<file path="src/rtl/fft_pkg.sv">
// rtl/fft_pkg.sv - shared constants, read FSM encoding and bit-reversal helper for the FFT output reorder buffer
// Purpose: common definitions imported by fft_output_reorder.
//   MAX_LOG2_POINTS : largest supported log2 of the FFT length
//   ST_IDLE/ST_READ : read-side FSM encoding (rd_state_t)
//   fft_points()    : N = 2**log2_points
//   bitrev()        : reverse the low 'width' bits of a value
package fft_pkg;

  localparam int MAX_LOG2_POINTS = 10;

  typedef logic [0:0] rd_state_t;
  localparam rd_state_t ST_IDLE = 1'b0;
  localparam rd_state_t ST_READ = 1'b1;

  function automatic int fft_points(input int log2_points);
    return 1 << log2_points;
  endfunction

  // Bits at or above 'width' come back as zero.
  function automatic logic [MAX_LOG2_POINTS-1:0] bitrev(
    input logic [MAX_LOG2_POINTS-1:0] value,
    input int                         width
  );
    logic [MAX_LOG2_POINTS-1:0] r;
    r = '0;
    for (int i = 0; i < MAX_LOG2_POINTS; i++) begin
      if (i < width) r[i] = value[width-1-i];
    end
    return r;
  endfunction

endpackage

</file>
<file path="src/rtl/fft_reorder_ram.sv">
// rtl/fft_reorder_ram.sv - simple dual-port RAM with one write port and one registered read port
// Purpose: sample storage for both ping-pong banks.
//   clock, resetn : clock and async active-low reset (read register only)
//   we_i/waddr_i/wdata_i : write port
//   re_i/raddr_i  : read request; rdata_o is valid the cycle after re_i
module fft_reorder_ram #(
  parameter int addr_width = 7,
  parameter int word_width = 26
) (
  input  logic                  clock,
  input  logic                  resetn,
  input  logic                  we_i,
  input  logic [addr_width-1:0] waddr_i,
  input  logic [word_width-1:0] wdata_i,
  input  logic                  re_i,
  input  logic [addr_width-1:0] raddr_i,
  output logic [word_width-1:0] rdata_o
);

  // The array has no reset so it maps onto block RAM.
  logic [word_width-1:0] mem_q [0:(1<<addr_width)-1];
  logic [word_width-1:0] rdata_q;

  always_ff @(posedge clock) begin
    if (we_i) mem_q[waddr_i] <= wdata_i;
  end

  // Only the output register is reset, so the outputs read zero straight out of reset.
  always_ff @(posedge clock or negedge resetn) begin
    if (!resetn)   rdata_q <= '0;
    else if (re_i) rdata_q <= mem_q[raddr_i];
  end

  assign rdata_o = rdata_q;

endmodule

</file>
<file path="src/rtl/fft_output_reorder.sv">
// rtl/fft_output_reorder.sv - ping-pong bit-reversal reorder buffer emitting FFT bins in natural order
// Purpose: frames arrive in bit-reversed bin order and leave in natural order.
//   clock, resetn       : clock, async active-low reset
//   din_r/din_i         : input sample, din_valid qualifies, din_sof marks the first sample of a frame
//   dout_r/dout_i       : output sample, with dout_valid, dout_sof (bin 0) and dout_index (bin number)
//   overflow            : sticky, set when a frame was dropped because no bank was free
//   test_stall_read     : holds the reader in IDLE; used only to exercise the overflow path
module fft_output_reorder
  import fft_pkg::*;
#(
  parameter int data_width      = 13,
  parameter int log2_points     = 6,
  parameter bit test_stall_read = 1'b0
) (
  input  logic                   clock,
  input  logic                   resetn,
  input  logic [data_width-1:0]  din_r,
  input  logic [data_width-1:0]  din_i,
  input  logic                   din_valid,
  input  logic                   din_sof,
  output logic [data_width-1:0]  dout_r,
  output logic [data_width-1:0]  dout_i,
  output logic                   dout_valid,
  output logic                   dout_sof,
  output logic [log2_points-1:0] dout_index,
  output logic                   overflow
);

  localparam int N = fft_points(log2_points);
  localparam int AW = log2_points + 1;

  logic [log2_points-1:0] wcnt_q, wcnt_d, rcnt_q, rcnt_d, widx, wrev;
  logic                   wbank_q, wbank_d, rbank_q, rbank_d;
  logic                   drop_q, drop_d, ovf_q, ovf_d;
  logic [1:0]             full_q, full_d, wr_set, rd_clear;
  rd_state_t              state_q, state_d;
  logic                   frame_start, bank_free, rd_issue, rd_done, we;
  logic                   vld_q, sof_q;
  logic [log2_points-1:0] idx_q;
  logic [2*data_width-1:0] rdata;

  always_comb begin
    // A din_sof restarts the frame at index 0 in the current bank.
    widx        = din_sof ? '0 : wcnt_q;
    wrev        = log2_points'(bitrev(MAX_LOG2_POINTS'(widx), log2_points));
    frame_start = din_valid && (widx == '0);
    rd_issue    = (state_q == ST_READ);
    rd_done     = rd_issue && (rcnt_q == '1);
    rd_clear    = rd_done ? (2'b01 << rbank_q) : 2'b00;
    // A bank whose last bin is being read this cycle is free for the next frame's
    // first sample: that sample lands at address 0, never at the bin still being read.
    bank_free   = !full_q[wbank_q] || rd_clear[wbank_q];

    wcnt_d  = wcnt_q;
    wbank_d = wbank_q;
    drop_d  = drop_q;
    ovf_d   = ovf_q;
    wr_set  = 2'b00;
    we      = 1'b0;
    if (din_valid && !(drop_q && !din_sof)) begin
      if (frame_start && !bank_free) begin
        ovf_d  = 1'b1;
        drop_d = 1'b1;
        wcnt_d = '0;
      end else begin
        we     = 1'b1;
        drop_d = 1'b0;
        if (widx == '1) begin
          wr_set  = 2'b01 << wbank_q;
          wbank_d = ~wbank_q;
          wcnt_d  = '0;
        end else begin
          wcnt_d = widx + 1'b1;
        end
      end
    end
    full_d = (full_q & ~rd_clear) | wr_set;

    state_d = state_q;
    rcnt_d  = rcnt_q;
    rbank_d = rbank_q;
    case (state_q)
      ST_IDLE: begin
        if (full_q[rbank_q] && !test_stall_read) begin
          state_d = ST_READ;
          rcnt_d  = '0;
        end
      end
      ST_READ: begin
        if (rd_done) begin
          rbank_d = ~rbank_q;
          rcnt_d  = '0;
          if (!full_q[~rbank_q]) state_d = ST_IDLE;
        end else begin
          rcnt_d = rcnt_q + 1'b1;
        end
      end
      default: state_d = ST_IDLE;
    endcase
  end

  always_ff @(posedge clock or negedge resetn) begin
    if (!resetn) begin
      wcnt_q  <= '0;
      wbank_q <= 1'b0;
      drop_q  <= 1'b0;
      ovf_q   <= 1'b0;
      full_q  <= 2'b00;
      state_q <= ST_IDLE;
      rcnt_q  <= '0;
      rbank_q <= 1'b0;
      vld_q   <= 1'b0;
      sof_q   <= 1'b0;
      idx_q   <= '0;
    end else begin
      wcnt_q  <= wcnt_d;
      wbank_q <= wbank_d;
      drop_q  <= drop_d;
      ovf_q   <= ovf_d;
      full_q  <= full_d;
      state_q <= state_d;
      rcnt_q  <= rcnt_d;
      rbank_q <= rbank_d;
      // Read-issue flags delayed one cycle to line up with the registered RAM output.
      vld_q   <= rd_issue;
      sof_q   <= rd_issue && (rcnt_q == '0);
      idx_q   <= rd_issue ? rcnt_q : '0;
    end
  end

  fft_reorder_ram #(
    .addr_width (AW),
    .word_width (2*data_width)
  ) u_ram (
    .clock   (clock),
    .resetn  (resetn),
    .we_i    (we),
    .waddr_i ({wbank_q, wrev}),
    .wdata_i ({din_r, din_i}),
    .re_i    (rd_issue),
    .raddr_i ({rbank_q, rcnt_q}),
    .rdata_o (rdata)
  );

  assign dout_r     = rdata[2*data_width-1:data_width];
  assign dout_i     = rdata[data_width-1:0];
  assign dout_valid = vld_q;
  assign dout_sof   = sof_q;
  assign dout_index = idx_q;
  assign overflow   = ovf_q;

endmodule

</file>
<file path="config.mk">
export PLATFORM = sky130hd
export DESIGN_NAME = fft_output_reorder
export DESIGN_NICKNAME = d
export VERILOG_FILES = /design/src/rtl/fft_pkg.sv /design/src/rtl/fft_reorder_ram.sv /design/src/rtl/fft_output_reorder.sv
export SDC_FILE = /design/constraint.sdc
export NUM_CORES = 2
export LEC_CHECK = 0
export BUFFER_PORTS_ARGS = -buffer_cell sky130_fd_sc_hd__buf_2
export CORE_MARGIN = 4
export CORE_UTILIZATION = 57
export CTS_CLUSTER_SIZE = 14
export DETAILED_ROUTE_END_ITERATION = 16
export GPL_TIMING_DRIVEN = 0
export PLACE_DENSITY_LB_ADDON = 0.08
export SETUP_SLACK_MARGIN = 0.5
export SLEW_MARGIN = 25
export SYNTH_ARGS = -nofsm -noshare
export SYNTH_HDL_FRONTEND = slang
export SYNTH_SLANG_ARGS = --single-unit
</file>
<file path="constraint.sdc">
create_clock -name clock -period 9.05 [get_ports clock]
set_clock_uncertainty 0.1 [all_clocks]
set_input_delay 0.4525 -clock clock [delete_from_list [all_inputs] [get_ports clock]]
set_output_delay 0.4525 -clock clock [all_outputs]
set_load 0.02 [all_outputs]
</file>
==> results list <==
* Clock Power Share: ~43%
- Global routing used between 30% and 40% of the available tracks across all layers.
* NetSw: approximately 6.3 mW
* Finished Layout Cells: 10.29k
- Wire length of the first global-routing pass: about 560000 µm
- Longest individual stage delay on the worst path: between 0.8 and 0.9 ns
* Transition time of the tightest slew-check pin: about 1.2 ns
- Yosys printed 0 warnings.
- Average cell area after synthesis: approximately 20 µm²
- Total length of routed wires: around 410000 µm
- EDFF count, synth: approximately 3.3k
- Most instantiated cells after synthesis: edfxtp_1 (3328), mux2i_1 (675), mux4_2 (533)
- FF+latch count, synth: ~3.4k
- Share of the synthesized area in the top cell type: 76.48%
- Crit. Startpoint: rcnt_q[3]
- Crit. path cell count: 8
- The flow ran to the end, and the final reports show no timing, DRC or antenna violations.
* HP Class: in2async
- Leakage power summed over all cells: 46.00 nW
- Routability congestion estimate from global placement: about 1
- Including well taps, the total number of placed cells is 9630.
* Cell area after synthesis: 130700 µm²
- The floorplan step defined a die boundary enclosing between 200000 and 250000 µm².
- Syn_nets: about 6.4k
- Die W: about 490 µm
- Leading cell type by number of instances after synthesis: edfxtp_1
- Min Tclk post-route: between 5 and 6 ns
* Setup CP Type: reg2reg
* Kind of cell with the highest combined delay on the critical path: buffers and inverters
- No sink is reached through more buffers than the 4 on the longest clock path.
- The pre-antenna-repair detailed-routing pass consisted of 8 iterations.
- In this run the clock root is driven by a clkbuf_16.
- The clock net in this run drives a total of roughly 3.4k sinks.
* Clock-pin slew of the registers on the worst-case setup and hold paths: 0.06 ns
* Core area: 227700 µm²
* Final sum of negative setup slack: 0 ns
- Nature of the critical path startpoint: register
- Measured in cells, the most critical reg-to-reg path has a length of 8.
* Final-report setup violation count: 0
- Crit. End Element: register
- Largest voltage drop on the vdd net: 0.2100 mV
- Dominant cells by area after synthesis: edfxtp_1 (76%), mux4_2 (9.2%), mux2i_1 (5.2%)
* Fin area: 151500 µm²
- The netlist uses 58 different library cells.
* Clock latency reported for the late side of the worst-skew pair: between 0.9 and 1 ns
- Destination of the critical timing path: u_ram.rdata_o[9]
* Via Count: 70.10k
- Relative to the synthesized area, the layout overhead comes to 15.98%.
- Normalized max-slew margin: around 16%
- Setup repair after global routing left no endpoint under its margin.
* Number of rows in the core area: around 180
- CTS H-tree lvls: 5
- Vertical extent of the die: around 490 µm
- Number of routed nets with antenna violations: 0
* Required time of the critical path: between 9 and 10 ns
* Reg2Reg Capture Point: u_ram.rdata_o[9]
- After the first detailed-routing iteration, the DRC count stood at 10.54k.
* Number of pins exceeding their max-slew limit in the final report: 0
* Share of final-layout standard cells stronger than drive strength 1: 24.09%
- In the routed layout, each cell is associated on average with a via count of 6.814.
- Logic gate share of total power: ~2%
- Entering global routing, the biggest net connects around 100 pins.
- CP max stage cell: nor2b_1
- After synthesis, flip-flops and latches occupy around 77% of the total area.
- Based on the critical path, the design can be clocked at up to 0.1856 GHz.
- After synthesis, the share of flip-flops with an asynchronous set or reset is 1.568%.
- Along the worst path, the maximum fanout reaches 10.
- Area post-placement: between 100000 and 150000 µm²
* Post-CTS Resized: 0
* Beginning of the worst register-to-register path: rcnt_q[3]
- 65 I/O pins were placed.
* Internal Power: approximately 25 mW
* Residual overflow from global routing: 0
- Arrival time of the worst setup path: ~6.1 ns
- After legalization and detailed placement, the total HPWL measured 288400 µm.
- The number of clock buffers added by TritonCTS is approximately 350.
- The via count of the first global-routing pass was approximately 68k.
* # nets final: 7040
* Portion of total power attributed to sequential cells: a little under three fifths
- After detailed routing, the average wire length per cell comes to roughly 40 µm.
- DRC violation count after routing: 0
* Final period utilization: around three fifths
- Slack of the worst reg-to-reg path: approximately 3.7 ns
- Buffers placed on the I/O ports in this run total 63.
* Final count of hold timing violations: 0
* Crit path cell chain: buf_2 -> buf_2 -> nor2b_1 -> clkbuf_1 -> clkbuf_1 -> a21oi_1 -> nor2_1 -> o221ai_1
* CTS tree: done
* Initial Util: approximately 57%
- Max Cap Violations: 0
- edfxtp_1 takes more of the synthesized area than any other cell.
- For this design the ratio of total power to cell area is 206.7 nW/µm².
* Ys flop type: edfxtp_1
* Syn Inst Count: ~6.4k
- In this run switching power makes up approximately 20% of total power.
- The number of buffers and inverters on the critical path is 4.
- Initial antenna violation count: 38
-- flip-flops by register name, summed over array words and instances, names as in the netlist --
register and cells:
rcnt_q 6, wbank_q 1, rd_issue 1, wcnt_q 6
dout_index 6, u_ram.mem_q 3328, dout_sof 1, u_ram.rdata_o 26
rbank_q 1, overflow 1, dout_valid 1, drop_q 1
full_q 2
-- routing by layer --
layer  global-route usage, %  routed length [µm]
met5                       0                  73
met2                   51.98              187500
met3                   10.14               51000
met1                   49.05              155200
met4                   15.29               20940
-- placed cells by master, fill, tap and decap left out, types with 29 or more instances in the layout --
cell	n
a211oi_1	47
a21oi_1	71
a22oi_1	75
buf_12	77
buf_16	84
buf_2	156
buf_4	57
buf_6	64
clkbuf_1	212
clkbuf_16	357
clkinv_1	85
clkinv_2	63
dfrtp_1	53
dlygate4sd3_1	29
edfxtp_1	3328
mux2_2	42
mux2i_1	672
mux4_2	533
nand2_1	148
nor2_1	110
nor2_4	128
nor2b_1	48
nor3_1	66
o211ai_1	41
o21ai_0	54
o221ai_1	45
o22ai_1	168
-- cells by family after synthesis --
family | share of synthesized area, %
flops | 77.50
mux | 14.72
compound gates | 3.789
simple gates | 2.134
buf+inv | 1.792
xor+xnor | 0.02682
fa+ha+maj | 0.03831
-- through the flow --
| step | worst slack (ns) | hold WS (ns) | utilization (%) | power [mW] |
|---|---|---|---|---|
| after floorplan | 5.435 | 0.05691 | - | 17.70 |
| after global placement | 1.904 | 0.3941 | 59.17 | 18.09 |
| after detailed placement | 3.789 | 0.2385 | 61.78 | 18.17 |
| after CTS | 3.797 | 0.001419 | 66.49 | 31.40 |
| after global routing | 3.776 | 0.04341 | 66.53 | 32.12 |
| final | 3.663 | 0.05636 | 66.55 | 31.32 |
-- layout make-up --
type / instances / area, µm²
Multi-Input combinational cell: 2565 / 28710
Tap cell: 3009 / 3765
Timing Repair Buffer: 283 / 4941
Buffer: 380 / 2210
Sequential cell: 3381 / 101300
Antenna cell: 22 / 55.05
Inverter: 44 / 165.2
Fill cell: 14820 / 76180
Clock inverter: 165 / 1161
Clock buffer: 439 / 9271
-- how the worst min path moves through the flow --
stage                       from       endpoint  slack [ns]
after detailed placement  resetn  dout_index[1]        0.24
after floorplan           resetn  dout_index[0]        0.06
final                     resetn      wcnt_q[4]        0.06
after global routing      resetn      wcnt_q[4]        0.04
after global placement    drop_q         drop_q        0.39
after CTS                 resetn  dout_index[5]       0.001
-- what timing repair did --
| action | 4_1_cts | 5_1_grt |
|---|---|---|
| endpoints found under the hold margin | 1455 | 0 |
| hold buffers | 29 | 0 |
| setup buffers | 0 | 0 |
| endpoints found under the setup margin | 0 | 0 |
-- power groups by stage --
| stage | clock network [mW] | logic (mW) | registers (mW) |
|---|---|---|---|
| after global routing | 14.2 | 0.637 | 17.2 |
| after CTS | 13.5 | 0.605 | 17.2 |
| after detailed placement | 0 | 0.592 | 17.6 |
| final | 13.5 | 0.617 | 17.3 |
| after global placement | 0 | 0.470 | 17.6 |
| after floorplan | 0 | 0.115 | 17.6 |
-- worst register-to-register path, cell delays in order, from the launching register on --
cell and delay, ns:
dfrtp_1 0.35, buf_2 0.49, buf_2 0.73, nor2b_1 0.87, clkbuf_1 0.76, clkbuf_1 0.58
a21oi_1 0.45, nor2_1 0.65, o221ai_1 0.25
(Power assumes the default switching activity.)
